===== config.mk =====
export PLATFORM = sky130hd
export DESIGN_NAME = fifo_thresh_ctrl
export DESIGN_NICKNAME = d
export VERILOG_FILES = /design/src/rtl/fifo_thresh_ctrl_pkg.sv /design/src/rtl/fifo_mem.sv /design/src/rtl/fifo_thresh_ctrl.sv
export SDC_FILE = /design/constraint.sdc
export NUM_CORES = 1
export LEC_CHECK = 0
export CAP_MARGIN = 20
export CORE_ASPECT_RATIO = 1.2
export CORE_MARGIN = 2
export CORE_UTILIZATION = 56
export CTS_CLUSTER_DIAMETER = 30
export DETAILED_ROUTE_END_ITERATION = 8
export HOLD_SLACK_MARGIN = 0.02
export PLACE_DENSITY = 0.81
export RECOVER_POWER = 50
export REMOVE_ABC_BUFFERS = 1
export SYNTH_ARGS = -nofsm -noshare
export SYNTH_HDL_FRONTEND = slang
export SYNTH_SLANG_ARGS = --single-unit

===== constraint.sdc =====
create_clock -name clk -period 3.2 [get_ports clk]
set_input_delay 0.32 -clock clk [delete_from_list [all_inputs] [get_ports clk]]
set_output_delay 0.32 -clock clk [all_outputs]
set_load 0.005 [all_outputs]

===== src/rtl/fifo_thresh_ctrl_pkg.sv =====
// Shared constants for the threshold FIFO: default geometry and output-mode codes.
package fifo_thresh_ctrl_pkg;

  // Default geometry: 8 words of 10 bits, 3-bit pointers.
  localparam int DEF_WORD_SIZE = 10;
  localparam int DEF_MEM_SIZE  = 8;
  localparam int DEF_PTR       = 3;

  // Output mode codes for the FWFT parameter.
  localparam int FWFT_REGISTERED  = 0;  // word appears the cycle after pop
  localparam int FWFT_FALLTHROUGH = 1;  // head word is always presented

endpackage


===== src/rtl/fifo_mem.sv =====
// Register-array storage: one synchronous write port, one asynchronous read port.
// No reset: contents survive a FIFO reset and are simply overwritten later.
module fifo_mem
  import fifo_thresh_ctrl_pkg::*;
#(
  parameter int WORD_SIZE = DEF_WORD_SIZE,
  parameter int MEM_SIZE  = DEF_MEM_SIZE,
  parameter int PTR       = DEF_PTR
) (
  input  logic                 clk,
  input  logic                 wr_en,
  input  logic [PTR-1:0]       wr_addr,
  input  logic [WORD_SIZE-1:0] wr_data,
  input  logic [PTR-1:0]       rd_addr,
  output logic [WORD_SIZE-1:0] rd_data
);

  logic [WORD_SIZE-1:0] mem [MEM_SIZE];

  // Store the incoming word at the write address when enabled.
  always_ff @(posedge clk) begin
    if (wr_en) begin
      mem[wr_addr] <= wr_data;
    end
  end

  assign rd_data = mem[rd_addr];

endmodule


===== src/rtl/fifo_thresh_ctrl.sv =====
// Synchronous FIFO with occupancy count, programmable almost-full/almost-empty
// thresholds, sticky overflow/underflow flags and a selectable output mode.
//
// Handshake: fifo_wr/fifo_rd are requests that may be held any number of cycles;
// push/pop report, combinationally in the same cycle, whether the request is
// accepted on the coming rising edge. A read is accepted only when not empty; a
// write is accepted when not full, or when full and a read is accepted in the
// same cycle. A rejected request raises the matching sticky error flag.
module fifo_thresh_ctrl
  import fifo_thresh_ctrl_pkg::*;
#(
  parameter int WORD_SIZE = DEF_WORD_SIZE,
  parameter int MEM_SIZE  = DEF_MEM_SIZE,
  parameter int PTR       = DEF_PTR,
  parameter int FWFT      = FWFT_REGISTERED
) (
  input  logic                 clk,
  input  logic                 reset,
  input  logic                 fifo_wr,
  input  logic                 fifo_rd,
  input  logic [WORD_SIZE-1:0] fifo_data_in,
  input  logic [PTR:0]         full_threshold,
  input  logic [PTR:0]         empty_threshold,
  input  logic                 err_clr,
  output logic [WORD_SIZE-1:0] fifo_data_out,
  output logic                 data_valid,
  output logic                 push,
  output logic                 pop,
  output logic [PTR:0]         fifo_count,
  output logic                 fifo_full,
  output logic                 fifo_empty,
  output logic                 almost_full,
  output logic                 almost_empty,
  output logic                 overflow_err,
  output logic                 underflow_err
);

  localparam logic [PTR:0]   FULL_COUNT = (PTR+1)'(MEM_SIZE);
  localparam logic [PTR:0]   COUNT_ONE  = (PTR+1)'(1);
  localparam logic [PTR-1:0] PTR_ONE    = PTR'(1);

  logic [PTR-1:0]       wr_ptr;
  logic [PTR-1:0]       rd_ptr;
  logic [PTR:0]         count_next;
  logic [WORD_SIZE-1:0] mem_rd_data;

  // Acceptance. On empty a read is never accepted, so an rd+wr pair on empty
  // stores the word and flags underflow; there is no write-through path.
  assign pop  = fifo_rd & ~fifo_empty;
  assign push = fifo_wr & (~fifo_full | pop);

  // Next occupancy: +1 on push only, -1 on pop only, unchanged on both or neither.
  always_comb begin
    count_next = fifo_count;
    if (push && !pop) begin
      count_next = fifo_count + COUNT_ONE;
    end else if (pop && !push) begin
      count_next = fifo_count - COUNT_ONE;
    end
  end

  fifo_mem #(
    .WORD_SIZE (WORD_SIZE),
    .MEM_SIZE  (MEM_SIZE),
    .PTR       (PTR)
  ) u_mem (
    .clk     (clk),
    .wr_en   (push),
    .wr_addr (wr_ptr),
    .wr_data (fifo_data_in),
    .rd_addr (rd_ptr),
    .rd_data (mem_rd_data)
  );

  // Pointers advance on acceptance; PTR-bit arithmetic wraps at MEM_SIZE.
  always_ff @(posedge clk or negedge reset) begin
    if (!reset) begin
      wr_ptr <= '0;
      rd_ptr <= '0;
    end else begin
      if (push) wr_ptr <= wr_ptr + PTR_ONE;
      if (pop)  rd_ptr <= rd_ptr + PTR_ONE;
    end
  end

  // Count and status flags, all registered from the next count so they agree.
  // Thresholds are sampled every cycle, so a new value shows one cycle later.
  always_ff @(posedge clk or negedge reset) begin
    if (!reset) begin
      fifo_count   <= '0;
      fifo_full    <= 1'b0;
      fifo_empty   <= 1'b1;
      almost_full  <= 1'b0;
      almost_empty <= 1'b1;
    end else begin
      fifo_count   <= count_next;
      fifo_full    <= (count_next == FULL_COUNT);
      fifo_empty   <= (count_next == '0);
      almost_full  <= (count_next >= full_threshold);
      almost_empty <= (count_next <= empty_threshold);
    end
  end

  // Sticky error flags; a new error in the same cycle as err_clr keeps the flag set.
  always_ff @(posedge clk or negedge reset) begin
    if (!reset) begin
      overflow_err  <= 1'b0;
      underflow_err <= 1'b0;
    end else begin
      overflow_err  <= (fifo_wr & ~push) | (overflow_err  & ~err_clr);
      underflow_err <= (fifo_rd & ~pop)  | (underflow_err & ~err_clr);
    end
  end

  generate
    if (FWFT == FWFT_FALLTHROUGH) begin : g_fwft
      // Head word is presented directly. The output is forced to zero while empty
      // so it never shows stale or uninitialised storage (and reads 0 after reset).
      assign fifo_data_out = fifo_empty ? '0 : mem_rd_data;
      assign data_valid    = ~fifo_empty;
    end else begin : g_registered
      logic [WORD_SIZE-1:0] data_q;
      logic                 valid_q;

      // Capture the head word on pop; valid is a one-cycle pulse after each pop.
      always_ff @(posedge clk or negedge reset) begin
        if (!reset) begin
          data_q  <= '0;
          valid_q <= 1'b0;
        end else begin
          valid_q <= pop;
          if (pop) data_q <= mem_rd_data;
        end
      end

      assign fifo_data_out = data_q;
      assign data_valid    = valid_q;
    end
  endgenerate

endmodule


==> results of run 1 <==
-- worst paths after layout --
path | startpoint | to | cells past startpoint
max | fifo_wr | almost_full | 11
min | fifo_data_out[9] | fifo_data_out[9] | 2
max reg2reg | fifo_empty | almost_full | 10
min reg2reg | fifo_data_out[9] | fifo_data_out[9] | 2
max in group asynchronous | reset | fifo_data_out[6] | 2
min in group asynchronous | reset | wr_ptr[0] | 2
-- area by class of cell --
cell class,count,area [um^2]
clock buffer,9,124
clock inverter,7,110
fill,514,2410
inverter,13,48.8
multi-input combinational,113,1150
sequential,107,3080
tap,92,115
timing repair buffer,57,537
-- critical path, cell delays in order --
cell and delay (ns):
clkdlybuf4s50_1 0.55, nor2b_1 0.24, and2_1 0.23, nor2_1 0.08, xnor2_1 0.28, inv_1 0.12, ha_1 0.29, nand2b_1 0.14
a21o_1 0.18, maj3_2 0.30, a21o_1 0.17
-- where the power goes --
part | total (mW) | internal (mW) | switching [mW]
sequential | 2.09 | 1.83 | 0.268
clock | 0.901 | 0.454 | 0.447
combinational | 1.48 | 0.836 | 0.647
total | 4.48 | 3.12 | 1.36
-- metrics by stage --
stage / utilization, % / hold WS, ns / instances
CTS: 68.3 / 0.339 / 398
global placement: 65.2 / 0.466 / 382
detailed placement: 65.2 / 0.476 / 382
finish: 68.1 / 0.483 / 398
global route: 68.1 / 0.514 / 398
floorplan: - / 0.0244 / 233
-- synth_stat cells, types with 2 or more instances --
cell,n
o21ai_1,10
nand2_1,18
inv_1,13
a21oi_1,2
mux4_2,20
ha_1,10
dfstp_2,2
clkbuf_1,4
edfxtp_1,80
nor2_1,7
o21ai_0,2
dfrtp_1,25
xnor2_1,4
nor3_1,3
nand2b_1,4
mux2i_1,11
a21o_1,2
buf_2,2
maj3_2,2
xnor2_2,2
-- registers in the layout, summed over array words and instances (netlist names) --
signal         flops
fifo_empty         1
overflow_err       1
fifo_full          1
wr_ptr             3
underflow_err      1
u_mem.mem         80
almost_full        1
fifo_count         4
almost_empty       1
rd_ptr             3
fifo_data_out     10
data_valid         1
-- metal layers --
layer	up-vias	track usage [%]	part of all wire, %
met4	0	6.95	1.4
met1	1143	23.4	37
met3	14	4.44	5.5
li1	1036	-	-
met2	72	35.0	56
met5	-	0	0
-- logic make-up (layout without fill, tap and decap cells) --
logic type               Yosys count  in the layout  share of synthesized area (%)
flip-flops                       107            107                           71.3
XOR/XNOR                           7              7                           1.77
buffers and inverters             21             86                           2.05
multiplexers                      32             32                           13.2
AO/OA/AOI/OAI                     22             22                           3.47
adder cells (fa/ha/maj)           12             12                           3.42
AND/OR/NAND/NOR                   40             40                           4.80
==> flow_metrics.py, run 1 <==
metrics = {
    "run_status": {
        "status": "finished, violations left",
        "violations": "max-capacitance violations, max-slew violations",
    },
    "floorplan": {
        "num_rows": 35,
        "die_w_um": 84.2,
        "die_y_um": 100,
        "core_region_area_um2": 7580,
        "start_util_pct": 57.1,
        "dieArea_um2": 8440,
        "ioPinCount": 46,
    },
    "power_and_ir_drop": {
        "power_leakage_nw": 1.90,
        "power_density_nw_per_um2": 868,
        "report.power.total_mw": 4.48,
        "vdd_drop_max_v": 0.000508,
    },
    "route": {
        "dr.pass1.iters": 4,
        "wl_um": 7540,
        "viasPerCell": 5.69,
        "dr_total_vias": 2265,
        "ant_nets": 0,
        "drc": 0,
        "drt_iter0_markers": 193,
        "avgRoutedWirePerCell_um": 18.9,
    },
    "sta": {
        "finalSetupViolCount": 0,
        "fin_crit_sh_pct": 82.3,
        "min_period_ns": 2.63,
        "final_max_slew_viol_count": 28,
        "clock_skew_ns": 0.00822,
        "hold_viol_final": 0,
        "slew_headroom_pct": -1.01,
        "rsz0062_at_grt": "no",
        "fmax_ghz": 0.380,
        "fin_ws_ns": 0.566,
        "worstMarginPinSlew_ns": 1.52,
        "setup_tns_ns": 0,
    },
    "worst_setup_path": {
        "startpoint_type": "input pin",
        "cp_data_required_time_ns": 3.45,
        "cp-end-kind": "flop",
        "worstPathArrival_ns": 2.89,
        "regToRegSetupSlack_ns": 0.63,
        "worst-path-max-fanout": 5,
        "crit_type": "input pin to flop",
    },
    "cells_and_area": {
        "finalNetCount": 334,
        "design_area_um2": 5160,
        "drive_above_1_share_pct": 18.3,
        "diodes": 0,
        "final_cell_mix": "edfxtp_1 (80), clkdlybuf4s50_1 (27), dfrtp_1 (25), mux4_2 (20)",
        "area_growth_pct": 19.4,
        "layout_commonest_cell": "edfxtp_1",
    },
    "cts": {
        "cts_max_path_buffers": 2,
        "cts_hold_buf": 0,
        "clk_pin_slew_ns": 0.10,
        "htree_levels": 3,
        "cts_setup_buffers": 0,
        "root_buffer": "clkbuf_8",
        "cts_buffers": 9,
        "tritoncts": "built",
        "clock_sinks": 107,
        "post_cts_resized": 0,
        "clk_latency_ns": 0.36,
    },
    "grt": {
        "grt-ovfl-total": 0,
        "grt_pass1_vias": 2304,
        "antenna_found_initial": 0,
        "grt_max_degree": 28,
        "grt_pass1_wl_um": 12000,
        "grt_usage_pct": 19.6,
    },
    "run": {
        "max_cap_viol_count": 1,
    },
    "synth": {
        "syn_inst": 241,
        "netlist_area_um2": 4320,
        "avgSynthCellArea_um2": 17.9,
        "synthFlopType": "edfxtp_1",
        "synth_edf_count": 80,
        "synth_seq_cells": 107,
        "synthTopCellsByArea": "edfxtp_1 (56%), dfrtp_1 (14%), mux4_2 (10%)",
        "synth_top_area_share_pct": 55.6,
        "synth.distinct_cells": 38,
        "ys_warn_count": 0,
        "yosys.area.top_type": "edfxtp_1",
        "async_flop_share_pct": 25.2,
        "yosysSeqAreaShare_pct": 71.3,
    },
    "placed_design": {
        "globalplace.congestion": 0.818,
        "io_buffers": 45,
        "dp_hpwl_um": 4870,
        "placedInstanceArea_um2": 4940,
        "dp_slack_ns": 0.211,
    },
    "hold_path": {
        "hold_class": "flop to flop",
    },
}
(Power assumes the default switching activity.)
==> inputs of run 2 (changes only) <==
==> constraint.sdc (replaced) <==
create_clock -name clk -period 2.5 [get_ports clk]
set_input_delay 0.25 -clock clk [delete_from_list [all_inputs] [get_ports clk]]
set_output_delay 0.25 -clock clk [all_outputs]
set_load 0.005 [all_outputs]
==> run 2 against run 1 <==
  * Final cell count up 3.3%
  * The flow still finishes with violations (max-capacitance violations, max-slew violations)
  * Critical path type is now flop to output port
  * Wire length is 0.66% higher
  * First-iteration DRC count is 20% lower
  * Non-clock buffer count grew 13
  * Global-route usage down 0.19 points
  * Clock-buffer cell count did not move
  * Register-to-register slack lost 0.48 ns
  * Critical path depth decreased by 6
  * Largest cell class unchanged
  * Clock skew is 0.0021 ns higher
  * Sequential share of layout area decreased by 0.87 points
  * Utilization increased by 1.0 points
==> flow_metrics.py, run 2 (synthesis gave the netlist of run 1 again) <==
metrics = {
    "grt": {
        "grt_pass1_vias": 2294,
        "grt_pass1_wl_um": 11900,
        "grt_max_degree": 28,
        "antenna_found_initial": 0,
        "grt-ovfl-total": 0,
        "grt_usage_pct": 19.4,
    },
    "placed_design": {
        "globalplace.congestion": 0.809,
        "io_buffers": 45,
        "dp_hpwl_um": 4960,
    },
    "cts": {
        "tritoncts": "built",
        "cts_max_path_buffers": 2,
        "cts_hold_buf": 0,
        "root_buffer": "clkbuf_8",
        "clock_sinks": 107,
        "cts_buffers": 9,
        "htree_levels": 3,
        "clk_latency_ns": 0.37,
        "clk_pin_slew_ns": 0.11,
    },
    "route": {
        "avgRoutedWirePerCell_um": 18.5,
        "dr.pass1.iters": 4,
        "dr_total_vias": 2285,
        "ant_nets": 0,
        "wl_um": 7590,
        "viasPerCell": 5.56,
        "drc": 0,
        "drt_iter0_markers": 154,
    },
    "cells_and_area": {
        "diodes": 0,
        "drive_above_1_share_pct": 22.3,
        "area_growth_pct": 21.2,
        "layout_commonest_cell": "edfxtp_1",
        "finalNetCount": 347,
        "largest_reg_flops": 80,
        "top_register": "u_mem.mem",
        "final_cell_mix": "edfxtp_1 (80), clkdlybuf4s50_1 (32), dfrtp_1 (25), buf_4 (22), mux4_2 (20)",
        "fin_util_pct": 69.1,
    },
    "sta": {
        "final_max_slew_viol_count": 28,
        "min_period_ns": 2.36,
        "setup_tns_ns": 0,
        "rsz0062_at_grt": "no",
        "clock_skew_ns": 0.0104,
        "fin_crit_sh_pct": 94.6,
        "hold_viol_final": 0,
        "fmax_ghz": 0.423,
        "finalSetupViolCount": 0,
        "worstMarginPinSlew_ns": 1.57,
        "slew_headroom_pct": -4.54,
    },
    "worst_setup_path": {
        "critPathBufInv": 4,
        "cp_data_required_time_ns": 2.25,
        "startpoint_type": "flop",
        "critPathSlowestCell": "dfstp_2",
        "slowest_delay_ns": 0.58,
        "crit_type": "flop to output port",
        "cp-end-kind": "output port",
        "worst-path-max-fanout": 20,
        "rr_worst_depth": 10,
        "crit_chain": "nand2b_4 > buf_4 > buf_4 > inv_1 > clkdlybuf4s50_1",
        "critPathTopFamily": "buffers and inverters",
        "worstPathArrival_ns": 2.11,
        "cp_common_cell": "buf_4",
        "crit_cells": 5,
    },
    "hold_path": {
        "hold_class": "input pin to flop",
        "whs_path_depth": 2,
    },
    "power_and_ir_drop": {
        "power_leakage_nw": 1.94,
        "vdd_drop_max_v": 0.000669,
        "power_density_nw_per_um2": 1100,
    },
    "floorplan": {
        "num_rows": 35,
        "ioPinCount": 46,
        "dieArea_um2": 8440,
        "core_region_area_um2": 7580,
        "start_util_pct": 57.1,
        "die_y_um": 100,
        "die_w_um": 84.2,
    },
    "run": {
        "max_cap_viol_count": 1,
    },
    "run_status": {
        "violations": "max-capacitance violations, max-slew violations",
        "status": "finished, violations left",
    },
}
[run 2: cell count changes in the layout (fill, tap and decap cells not counted), sizes merged]
cell           change
clkinv             +1
clkinvlp           -1
clkbuf             +2
inv                +2
clkdlybuf4s50      +5
dlygate4sd3        -5
bufinv             -2
buf               +11
[run 2: area by class of cell]
cell class	count	area [um^2]
Clock buffer	9	124
Tap cell	92	115
Fill cell	504	2340
Timing Repair Buffer	70	627
Sequential cell	107	3080
Inverter	13	48.8
Clock inverter	7	78.8
Multi-Input combinational cell	113	1160
[run 2: layer usage]
| metal | global-route usage [%] | routed length, um |
|---|---|---|
| met5 | 0 | 0 |
| met2 | 31.9 | 3820 |
| met1 | 25.8 | 3370 |
| met3 | 3.13 | 282 |
| met4 | 8.93 | 110 |
[run 2: timing repair]
action	4_1_cts	5_1_grt
setup endpoints to repair	0	1
gates resized for setup	0	2
buffers inserted	0	1
[run 2: power by group]
part / switching [mW] / internal, mW / leakage [nW]
registers: 0.242 / 2.34 / 1.05
logic: 0.957 / 1.19 / 0.788
clock network: 0.641 / 0.399 / 0.102
total: 1.84 / 3.93 / 1.94
[run 2: final timing paths]
path                                  start               end  slack [ns]
min reg2reg                fifo_data_out[9]  fifo_data_out[9]        0.50
min                                 err_clr      overflow_err        0.46
min in group asynchronous             reset  fifo_data_out[7]        0.79
max                              fifo_empty               pop        0.14
max reg2reg                      fifo_empty       almost_full        0.15
max in group asynchronous             reset  fifo_data_out[0]        0.80
[run 2: metrics by stage]
step	total power [mW]	instances	hold WS, ns	setup WS (ns)	cell area (um^2)
final	5.77	411	0.458	0.135	5240
after global routing	6.10	411	0.463	0.00531	5240
after CTS	5.82	410	0.248	0.114	5230
after detailed placement	4.79	394	0.485	-0.0599	5030
after global placement	4.70	394	0.466	-0.0232	5030
after floorplan	3.85	233	-0.0456	-0.0576	4280
==> inputs of run 3 (changes only) <==
--- a/config.mk
+++ b/config.mk
@@ -8,11 +8,11 @@
 export CAP_MARGIN = 20
 export CORE_ASPECT_RATIO = 1.2
 export CORE_MARGIN = 2
-export CORE_UTILIZATION = 56
+export CORE_UTILIZATION = 50
 export CTS_CLUSTER_DIAMETER = 30
 export DETAILED_ROUTE_END_ITERATION = 8
 export HOLD_SLACK_MARGIN = 0.02
-export PLACE_DENSITY = 0.81
+export PLACE_DENSITY = 0.77
 export RECOVER_POWER = 50
 export REMOVE_ABC_BUFFERS = 1
 export SYNTH_ARGS = -nofsm -noshare
==> constraint.sdc (replaced) <==
create_clock -name clk -period 2.05 [get_ports clk]
set_input_delay 0.205 -clock clk [delete_from_list [all_inputs] [get_ports clk]]
set_output_delay 0.205 -clock clk [all_outputs]
set_load 0.005 [all_outputs]
==> run 3 against run 2 <==
  * The run ends with max-capacitance violations, max-slew violations, negative setup slack left
  * Wire length rose by 7.3%
  * Final cell count rose by 10%
  * Global-route usage is 0.26 points lower
==> flow_metrics.py, run 3 (synthesis gave the netlist of run 1 again) <==
metrics = {
    "cells_and_area": {
        "fill_cells": 577,
        "regArea_um2": 3080,
        "area_growth_pct": 28.2,
        "layout_commonest_cell": "edfxtp_1",
        "finalNetCount": 364,
        "drive_above_1_share_pct": 29.2,
        "top_register": "u_mem.mem",
        "diodes": 0,
        "largest_reg_flops": 80,
        "fin_util_pct": 65.4,
        "multi_input_area_um2": 1240,
        "final_cell_mix": "edfxtp_1 (80), buf_4 (36), clkdlybuf4s50_1 (30), dfrtp_1 (25), mux4_2 (20)",
    },
    "power_and_ir_drop": {
        "power_density_nw_per_um2": 1370,
        "power_leakage_nw": 2.09,
        "report.power.total_mw": 7.58,
        "vdd_drop_max_v": 0.000627,
    },
    "floorplan": {
        "die_w_um": 88.9,
        "num_rows": 37,
        "dieArea_um2": 9410,
        "core_region_area_um2": 8470,
        "die_y_um": 106,
        "ioPinCount": 46,
        "start_util_pct": 51.0,
    },
    "cts": {
        "root_buffer": "clkbuf_8",
        "clk_pin_slew_ns": 0.11,
        "htree_levels": 3,
        "cts_buffers": 9,
        "cts_max_path_buffers": 2,
        "clk_latency_ns": 0.38,
        "cts_hold_buf": 0,
        "tritoncts": "built",
        "clock_sinks": 107,
    },
    "sta": {
        "worstMarginPinSlew_ns": 1.61,
        "fin_ws_ns": -0.181,
        "clock_skew_ns": 0.0109,
        "whs_ns": 0.425,
        "finalSetupViolCount": 2,
        "slew_headroom_pct": -7.17,
        "fmax_ghz": 0.448,
        "final_max_slew_viol_count": 28,
        "hold_viol_final": 0,
        "min_period_ns": 2.23,
        "setup_tns_ns": -0.269,
        "rsz0062_at_grt": "yes",
        "fin_crit_sh_pct": 109,
    },
    "route": {
        "ant_nets": 0,
        "drt_iter0_markers": 204,
        "avgRoutedWirePerCell_um": 18.0,
        "viasPerCell": 5.26,
        "drc": 0,
        "dr_total_vias": 2385,
        "wl_um": 8140,
        "dr.pass1.iters": 4,
    },
    "grt": {
        "grt_usage_pct": 19.1,
        "grt_max_degree": 28,
        "grt_pass1_vias": 2464,
        "grt-ovfl-total": 0,
        "grt_pass1_wl_um": 12800,
        "antenna_found_initial": 0,
    },
    "placed_design": {
        "globalplace.congestion": 0.829,
        "dp_hpwl_um": 5380,
        "io_buffers": 45,
    },
    "hold_path": {
        "hold_class": "input pin to flop",
    },
    "run_status": {
        "status": "finished, violations left",
        "violations": "max-capacitance violations, max-slew violations, negative setup slack",
    },
    "worst_setup_path": {
        "startpoint_type": "flop",
        "crit_type": "flop to flop",
        "cp_data_required_time_ns": 2.33,
        "slowest_delay_ns": 0.56,
        "cp-end-kind": "flop",
        "cp_common_cell": "a21o_1",
        "crit_chain": "buf_6 > nor3b_4 > buf_4 > mux2i_1 > o31a_1 > ha_1 > a21o_1 > maj3_2 > a21o_1",
        "critPathSlowestCell": "dfstp_2",
        "worstPathArrival_ns": 2.51,
        "worst-path-max-fanout": 3,
    },
    "run": {
        "max_cap_viol_count": 1,
    },
}
## run 3: cell types whose count changed in the layout (fill, tap and decap cells not counted), sizes merged
| cell | change |
|---|---|
| buf | +17 |
| bufbuf | +1 |
| bufinv | +1 |
| clkbuf | -1 |
| clkdlybuf4s50 | -2 |
| clkinv | -2 |
| dlygate4sd2 | +2 |
| inv | +1 |
## run 3: per-stage QoR
stage	setup slack, ns	area (um^2)	instances
floorplan	-0.508	4280	233
global placement	-0.438	5150	431
global route	-0.254	5540	453
finish	-0.181	5540	453
detailed placement	-0.494	5150	431
CTS	-0.211	5500	451
## run 3: area by class of cell
type | count | area share [%]
clock buffer | 9 | 2.24
clock inverter | 7 | 1.81
multi-input combinational | 113 | 22.3
timing repair buffer | 87 | 14.5
tap | 117 | 2.64
inverter | 13 | 0.881
sequential | 107 | 55.6
## run 3: per-layer routing
layer | share of wire, % | up-vias | global-route usage, % | wire [um]
li1 | - | 1102 | - | -
met1 | 39 | 1205 | 24.9 | 3210
met2 | 54 | 68 | 31.9 | 4390
met3 | 5.2 | 10 | 3.99 | 427
met4 | 1.3 | 0 | 6.17 | 108
met5 | 0 | - | 0 | 0
## run 3: power breakdown
part	switching (mW)	leakage, nW	total (mW)	internal, mW
Clock	0.797	0.114	1.41	0.614
Sequential	0.288	1.05	3.14	2.85
Combinational	1.31	0.926	3.03	1.72
Total	2.39	2.09	7.58	5.19
## run 3: path summary, 6_finish.rpt
kind	start	end	slack [ns]	cells after the start
worst max-delay path	fifo_empty	almost_full	-0.18	9
worst min-delay path	err_clr	overflow_err	0.42	2
worst max register to register	fifo_empty	almost_full	-0.18	9
worst min register to register	fifo_data_out[7]	fifo_data_out[7]	0.49	2
max in group asynchronous	reset	fifo_data_out[5]	0.36	2
min in group asynchronous	reset	fifo_count[3]	0.76	2
## run 3: critical path, delay by kind of cell (launching register included)
family | cells | cell delay [ns]
AO/OA/AOI/OAI | 3 | 0.60
adder cells (fa/ha/maj) | 2 | 0.56
buffers and inverters | 2 | 0.25
flip-flops | 1 | 0.56
multiplexers | 1 | 0.12
AND/OR/NAND/NOR | 1 | 0.04
## run 3: what timing repair did
action,in CTS,in global routing
endpoints found under the hold margin,0,0
setup endpoints to repair,80,5
resized for setup,16,8
pin swaps,6,5
setup buffers,3,1
gates cloned,1,1
